**src/rtl/dmem_arbiter_if.sv**
```systemverilog
// Bundles both requester ports and the memory-side bus of the data-memory arbiter.
// slave = arbiter view; master = requesters plus memory (the surrounding system).
interface dmem_arbiter_if;
    logic        m0_req;
    logic        m0_we;
    logic [31:0] m0_addr;
    logic [31:0] m0_wdata;
    logic        m0_gnt;
    logic        m0_rvalid;

    logic        m1_req;
    logic        m1_we;
    logic [31:0] m1_addr;
    logic [31:0] m1_wdata;
    logic        m1_gnt;
    logic        m1_rvalid;

    logic [31:0] m_rdata;

    logic        mem_en;
    logic        mem_we;
    logic [31:0] mem_addr;
    logic [31:0] mem_wdata;
    logic [31:0] mem_rdata;

    modport slave (
        input  m0_req, m0_we, m0_addr, m0_wdata,
        output m0_gnt, m0_rvalid,
        input  m1_req, m1_we, m1_addr, m1_wdata,
        output m1_gnt, m1_rvalid,
        output m_rdata,
        output mem_en, mem_we, mem_addr, mem_wdata,
        input  mem_rdata
    );

    modport master (
        output m0_req, m0_we, m0_addr, m0_wdata,
        input  m0_gnt, m0_rvalid,
        output m1_req, m1_we, m1_addr, m1_wdata,
        input  m1_gnt, m1_rvalid,
        input  m_rdata,
        input  mem_en, mem_we, mem_addr, mem_wdata,
        output mem_rdata
    );
endinterface

```
**src/rtl/dmem_arbiter.sv**
```systemverilog
// Two-port data-memory arbiter, port 0 wins up to W0 contested grants in a row, then port 1.
// Grant is combinational; memory strobe 1 edge later, rvalid 2 edges later; requesters stall by holding req until gnt.
module dmem_arbiter #(
    parameter int unsigned W0 = 3
) (
    input  logic           clk,
    input  logic           rst,
    dmem_arbiter_if.slave  bus
);

    logic [3:0]  cnt;
    logic        both_req;
    logic        pick1;
    logic        gnt0;
    logic        gnt1;
    logic        hs0;
    logic        hs1;

    logic        mem_en_q;
    logic        mem_we_q;
    logic [31:0] mem_addr_q;
    logic [31:0] mem_wdata_q;
    logic        rd_vld_q;
    logic        rd_tag_q;
    logic        m0_rvalid_q;
    logic        m1_rvalid_q;

    // Port 1 wins a contest only once port 0 has used its run of W0 grants.
    assign both_req = bus.m0_req && bus.m1_req;
    assign pick1    = both_req && (cnt >= 4'(W0));
    assign gnt0     = rst && bus.m0_req && !pick1;
    assign gnt1     = rst && bus.m1_req && (!bus.m0_req || pick1);
    assign hs0      = bus.m0_req && gnt0;
    assign hs1      = bus.m1_req && gnt1;

    always_ff @(posedge clk or negedge rst) begin
        if (!rst) begin
            cnt         <= 4'd0;
            mem_en_q    <= 1'b0;
            mem_we_q    <= 1'b0;
            mem_addr_q  <= 32'd0;
            mem_wdata_q <= 32'd0;
            rd_vld_q    <= 1'b0;
            rd_tag_q    <= 1'b0;
            m0_rvalid_q <= 1'b0;
            m1_rvalid_q <= 1'b0;
        end else begin
            if (hs1)
                cnt <= 4'd0;
            else if (hs0 && both_req)
                cnt <= cnt + 4'd1;

            if (hs0) begin
                mem_en_q    <= 1'b1;
                mem_we_q    <= bus.m0_we;
                mem_addr_q  <= bus.m0_addr;
                mem_wdata_q <= bus.m0_wdata;
            end else if (hs1) begin
                mem_en_q    <= 1'b1;
                mem_we_q    <= bus.m1_we;
                mem_addr_q  <= bus.m1_addr;
                mem_wdata_q <= bus.m1_wdata;
            end else begin
                mem_en_q    <= 1'b0;
                mem_we_q    <= 1'b0;
            end

            // Tag travels alongside the memory access so the response returns to its issuer.
            rd_vld_q    <= (hs0 && !bus.m0_we) || (hs1 && !bus.m1_we);
            rd_tag_q    <= hs1;
            m0_rvalid_q <= rd_vld_q && !rd_tag_q;
            m1_rvalid_q <= rd_vld_q && rd_tag_q;
        end
    end

    assign bus.m0_gnt    = gnt0;
    assign bus.m1_gnt    = gnt1;
    assign bus.m0_rvalid = m0_rvalid_q;
    assign bus.m1_rvalid = m1_rvalid_q;
    assign bus.m_rdata   = bus.mem_rdata;
    assign bus.mem_en    = mem_en_q;
    assign bus.mem_we    = mem_we_q;
    assign bus.mem_addr  = mem_addr_q;
    assign bus.mem_wdata = mem_wdata_q;

endmodule

```
**src/flat_wrapper.sv**
```systemverilog
// flat-port wrapper written by rule: the top's interface ports become plain ports
module dmem_arbiter_flat 
#(
    parameter int unsigned W0 = 3
)
  (clk, rst, bus_m0_req, bus_m0_we, bus_m0_addr, bus_m0_wdata, bus_m0_gnt, bus_m0_rvalid, bus_m1_req, bus_m1_we, bus_m1_addr, bus_m1_wdata, bus_m1_gnt, bus_m1_rvalid, bus_m_rdata, bus_mem_en, bus_mem_we, bus_mem_addr, bus_mem_wdata, bus_mem_rdata);
  dmem_arbiter_if bus_i ();
  input  logic clk;
  input  logic rst;
  input wire logic [$bits(bus_i.m0_req)-1:0] bus_m0_req;
  input wire logic [$bits(bus_i.m0_we)-1:0] bus_m0_we;
  input wire logic [$bits(bus_i.m0_addr)-1:0] bus_m0_addr;
  input wire logic [$bits(bus_i.m0_wdata)-1:0] bus_m0_wdata;
  output wire logic [$bits(bus_i.m0_gnt)-1:0] bus_m0_gnt;
  output wire logic [$bits(bus_i.m0_rvalid)-1:0] bus_m0_rvalid;
  input wire logic [$bits(bus_i.m1_req)-1:0] bus_m1_req;
  input wire logic [$bits(bus_i.m1_we)-1:0] bus_m1_we;
  input wire logic [$bits(bus_i.m1_addr)-1:0] bus_m1_addr;
  input wire logic [$bits(bus_i.m1_wdata)-1:0] bus_m1_wdata;
  output wire logic [$bits(bus_i.m1_gnt)-1:0] bus_m1_gnt;
  output wire logic [$bits(bus_i.m1_rvalid)-1:0] bus_m1_rvalid;
  output wire logic [$bits(bus_i.m_rdata)-1:0] bus_m_rdata;
  output wire logic [$bits(bus_i.mem_en)-1:0] bus_mem_en;
  output wire logic [$bits(bus_i.mem_we)-1:0] bus_mem_we;
  output wire logic [$bits(bus_i.mem_addr)-1:0] bus_mem_addr;
  output wire logic [$bits(bus_i.mem_wdata)-1:0] bus_mem_wdata;
  input wire logic [$bits(bus_i.mem_rdata)-1:0] bus_mem_rdata;
  assign bus_i.m0_req = bus_m0_req;
  assign bus_i.m0_we = bus_m0_we;
  assign bus_i.m0_addr = bus_m0_addr;
  assign bus_i.m0_wdata = bus_m0_wdata;
  assign bus_m0_gnt = bus_i.m0_gnt;
  assign bus_m0_rvalid = bus_i.m0_rvalid;
  assign bus_i.m1_req = bus_m1_req;
  assign bus_i.m1_we = bus_m1_we;
  assign bus_i.m1_addr = bus_m1_addr;
  assign bus_i.m1_wdata = bus_m1_wdata;
  assign bus_m1_gnt = bus_i.m1_gnt;
  assign bus_m1_rvalid = bus_i.m1_rvalid;
  assign bus_m_rdata = bus_i.m_rdata;
  assign bus_mem_en = bus_i.mem_en;
  assign bus_mem_we = bus_i.mem_we;
  assign bus_mem_addr = bus_i.mem_addr;
  assign bus_mem_wdata = bus_i.mem_wdata;
  assign bus_i.mem_rdata = bus_mem_rdata;
  dmem_arbiter #(.W0(W0)) u_core (.clk(clk), .rst(rst), .bus(bus_i));
endmodule
```
**config.mk**
```make
export PLATFORM = sky130hd
export DESIGN_NAME = dmem_arbiter_flat
export DESIGN_NICKNAME = d
export VERILOG_FILES = /design/src/rtl/dmem_arbiter_if.sv /design/src/rtl/dmem_arbiter.sv /design/src/flat_wrapper.sv
export SDC_FILE = /design/constraint.sdc
export NUM_CORES = 1
export LEC_CHECK = 0
export CORE_MARGIN = 2
export CORE_UTILIZATION = 37
export DETAILED_ROUTE_END_ITERATION = 12
export PLACE_DENSITY = 0.8
export REMOVE_ABC_BUFFERS = 1
export SYNTH_ARGS = -nofsm -noshare
export SYNTH_HDL_FRONTEND = slang
export SYNTH_SLANG_ARGS = --single-unit
export TNS_END_PERCENT = 5
```
**constraint.sdc**
```tcl
create_clock -name clk -period 2.1 [get_ports clk]
set_clock_uncertainty 0.15 [all_clocks]
set_input_delay 0.42 -clock clk [delete_from_list [all_inputs] [get_ports clk]]
set_output_delay 0.42 -clock clk [all_outputs]
set_load 0.1 [all_outputs]
```
* Word-level counts from Yosys, hierarchy flattened *
Index checks and enable logic that the tools add are counted.

word-level totals
  register bits = 74
  latch bits = 0
  memory bits (writable) = 0
  bits in read-only memories = 0
  output and inout bits = 102
  word-level logic and storage cells = 43
  memories = 0

cells by class
  add/subtract/negate cells = 1
  multipliers = 0
  divide/modulo/power cells = 0
  $lt $le $gt $ge = 1
  equal/unequal tests = 0
  shifts and indexed selects = 0
  multiplexer cells = 10
  bitwise operators = 0
  reductions and logical operators = 22

operators with widths
  operator             count
  $mux 32              4
  $logic_and 1x1->1    13
  $mux 4               2
  $logic_not 1->1      5
  $add 4x1->4 const B  1
  $ge 4x2->1 const B   1
  $mux 1               4
  $reduce_bool 2->1    2
  $logic_or 1x1->1     2

* Longest topological paths before layout *
  word-level depth = 8
  gate-level depth with buffers = 7

* Worst setup path after synthesis *
Ideal clock, no wire load.

  kind = register to output
  from = register u_core.cnt[0]
  to = output port bus_m1_gnt
  arrival = 2.187 ns
  data required time = 1.530 ns
  setup slack = -0.657 ns
  stages on the path, launching flop included = 4
  buffers on the path = 0
  cell sequence = dfrtp_1 ha_1 nor3_1 a21oi_1

between the ends
  cells in the longest elaborated chain, start to end = 4

ends and longest elaborated chain
  what                    line                source
  start, declared         dmem_arbiter.sv:11  logic [3:0] cnt;
  start signal, assigned  dmem_arbiter.sv:51  cnt <= cnt + 4'd1;
  $ge 4x2->1              dmem_arbiter.sv:30  assign pick1 = both_req && (cnt >= 4'(W0));
  $logic_and 1x1->1       dmem_arbiter.sv:30
  $logic_or 1x1->1        dmem_arbiter.sv:32  assign gnt1 = rst && bus.m1_req && (!bus.m0_req || pick1);
  $logic_and 1x1->1       dmem_arbiter.sv:32
  end, declared           flat_wrapper.sv:20  output wire logic [$bits(bus_i.m1_gnt)-1:0] bus_m1_gnt;

No other way between the ends.

* Worst setup path after layout *
  from = register u_core.cnt[0]
  to = output port bus_m0_gnt

between the ends
  cells in the longest elaborated chain, start to end = 4

ends and longest elaborated chain
  what               line                source
  $ge 4x2->1         dmem_arbiter.sv:30
  $logic_and 1x1->1  dmem_arbiter.sv:30
  $logic_not 1->1    dmem_arbiter.sv:31  assign gnt0 = rst && bus.m0_req && !pick1;
  $logic_and 1x1->1  dmem_arbiter.sv:31
  end, declared      flat_wrapper.sv:14  output wire logic [$bits(bus_i.m0_gnt)-1:0] bus_m0_gnt;

No other way between the ends.

==> flow_metrics.tcl <==
set metrics [dict create \
    final_cell_area_um2 6300 \
    final_nets 758 \
    final_cell_mix "nand2_1, clkdlybuf4s50_1, buf_4" \
    cts_tree "built" \
    synth_seq_cells 74 \
    outcome "finished, violations left" \
    criticalPathCategory "flop to output pin" \
    drv_slew 0 \
    synth_top_area_share 0.438 \
    die_w_um 111 \
    placed_cells 722 \
    setup_violations 0 \
    crit_path_start_kind "flop" \
    placementRows 39 \
    antenna_found_initial 0 \
    period_share 0.996 \
    grt_max_degree 76 \
    synth_seq_area_share 0.438 \
    dp_hpwl_mm 10.1 \
    rsz0062_at_grt "true" \
    num_io_pins 268 \
    io_buffers 203 \
    syn_inst 429 \
    avgSynthCellArea_um2 9.86 \
    syn_area_um2 4230 \
    ctsHoldBuffers 0 \
    switching_share 0.448 \
    cts_htree_levels 3 \
    hold_viol 5 \
    endpoint_kind "output pin" \
    synth_area_leaders "dfrtp_1, o211ai_2, nand2_1, nand4_1, buf_4" \
    drtIter0Drc 366 \
    post-place-ws_ns 0.0315 \
    gp_congestion 0.805 \
    mostFrequentLayoutCell "nand2_1" \
    slew_headroom 0.757 \
    ys_types 26 \
    viasPerCell 5.34 \
    powerDensity_nw_per_um2 894 \
    clkTransAtPathRegs_ns 0.05 \
    drc 0 \
    max_freq_mhz 478 \
    power_mw 5.63 \
    cts_root_buffer "clkbuf_16" \
    die_area_um2 12300 \
    clkLatencyLatePin_ns 0.32 \
    drt.antenna.violating_nets 0 \
    grt_pass1_vias 4215 \
    die_h_um 111 \
    p_leak_nw 2.81 \
    antenna_cells 0 \
    fin_ws_ns 0.00840 \
    combPwrFrac 0.452 \
    p_switching_mw 2.53 \
    drt-pass1-iter-count 4 \
    p_int_mw 3.11 \
    cp.arrival_ns 1.52 \
    syn_to_final_growth_pct 49.1 \
    overflow 0 \
    cts_buffer_depth 2 \
    cp_data_required_time_ns 1.53 \
    start_util 0.375 \
    seq_power_share 0.309 \
    drive_gt1_frac 0.292 \
    clkSinkCount 74 \
    peakVddDrop_mv 0.513 \
    grt_usage 0.220 \
    wl_mm 13.6 \
    dpl-instance-area_um2 6010 \
    drt-wirelength-per-cell_um 18.4 \
    worst_slew_pin_slew_ns 0.364 \
    yosysWarnings 0 \
    final_util 0.559 \
    yosysTopAreaCell "dfrtp_1" \
    grt_pass1_wl_mm 21.6 \
    cts_buffers 9 \
    final.min_clock_period_ns 2.09 \
    vias 3942 \
    fin_hold_ws_ns -0.00974 \
    layoutNonFillerInstCount 738 \
    maxCapViolCount 0 \
    core-area_um2 11300 \
    critPathMaxFanout 3 \
    min_path_type "input pin to asynchronous set/reset pin" \
    violations "negative hold slack" \
    pwr-share-clk 0.240 \
]
state kept, by name, summed over array words and instances, names as in the netlist:
register and cells:
u_core.cnt 4, u_core.rd_vld_q 1, u_core.bus.mem_wdata 32, u_core.bus.m1_rvalid 1
u_core.rd_tag_q 1, u_core.bus.mem_en 1, u_core.bus.mem_we 1, u_core.bus.m0_rvalid 1
u_core.bus.mem_addr 32
power by group through the flow:
stage	logic (mW)	registers [mW]	clock network, mW
floorplan	0.403	3.05	0
global placement	2.52	1.75	0
detailed placement	2.55	1.75	0
CTS	2.56	1.74	1.39
global route	2.64	1.76	1.46
finish	2.54	1.74	1.35
cells in the mapped netlist:
cell and number:
nand2_1 131, buf_12 7, o21ai_2 1, nor3_1 1, inv_1 2, a22o_1 2
and3_1 1, buf_1 5, nand4_1 64, inv_2 1, buf_6 2, o211ai_1 4
ha_1 1, o21ai_1 2, nand3_1 1, buf_4 34, o31ai_4 1, clkbuf_1 13
nor2b_1 1, a21oi_1 2, buf_2 14, dfrtp_1 74, and2_4 1, nand3b_1 1
and2_1 3, o211ai_2 60
cells by family (layout without fill, tap and decap cells):
logic type | after synthesis | in the layout | synth area share
compound gates | 72 | 72 | 0.201
fa+ha+maj | 1 | 1 | 0.00296
buf+inv | 78 | 244 | 0.134
flops | 74 | 74 | 0.438
simple gates | 204 | 204 | 0.225
area by class of cell:
cell class	count	area (um^2)
repair buffers	226	2160
multi-input cells	277	1850
clock inverters	3	17.5
well taps	143	179
fillers	968	4970
inverters	3	11.3
flip-flops and latches	74	1850
clock buffers	12	236
worst paths after layout:
check,start,endpoint,slack (ns),depth (start not counted)
min in group clk,u_core.rd_tag_q,u_core.bus.m0_rvalid,0.26,1
max reg2reg,u_core.cnt[0],u_core.bus.mem_addr[15],0.20,7
max,u_core.cnt[0],bus_m0_gnt,0.008,4
max in group asynchronous,rst,u_core.cnt[2],1.50,2
min,rst,u_core.rd_tag_q,-0.01,2
min reg2reg,u_core.rd_tag_q,u_core.bus.m0_rvalid,0.26,1
metrics by stage:
step           TNS, ns  hold WS (ns)
3_3_place_gp         0         0.248
5_1_grt        -0.0294        0.0234
2_1_floorplan   -81.02       -0.0256
4_1_cts              0        0.0115
6_report             0      -0.00974
3_5_place_dp         0         0.259
per-layer routing:
metal	wire length, um	track usage	up-vias
met4	228	0.0717	2
met5	47	0.0500	-
li1	-	-	1818
met3	1370	0.0957	20
met1	5580	0.269	1904
met2	6350	0.345	198
worst max-delay path, stage by stage, from the launching register on:
cell	delay (ns)
dfrtp_1	0.42
ha_4	0.20
o31ai_4	0.18
and3_4	0.23
buf_12	0.17
what timing repair did:
action / 4_1_cts / 5_1_grt
pin swaps: 4 / 2
resized for setup: 5 / 1
setup buffers: 1 / 0
setup endpoints to repair: 2 / 2
Power figures use the tool's default switching activity.
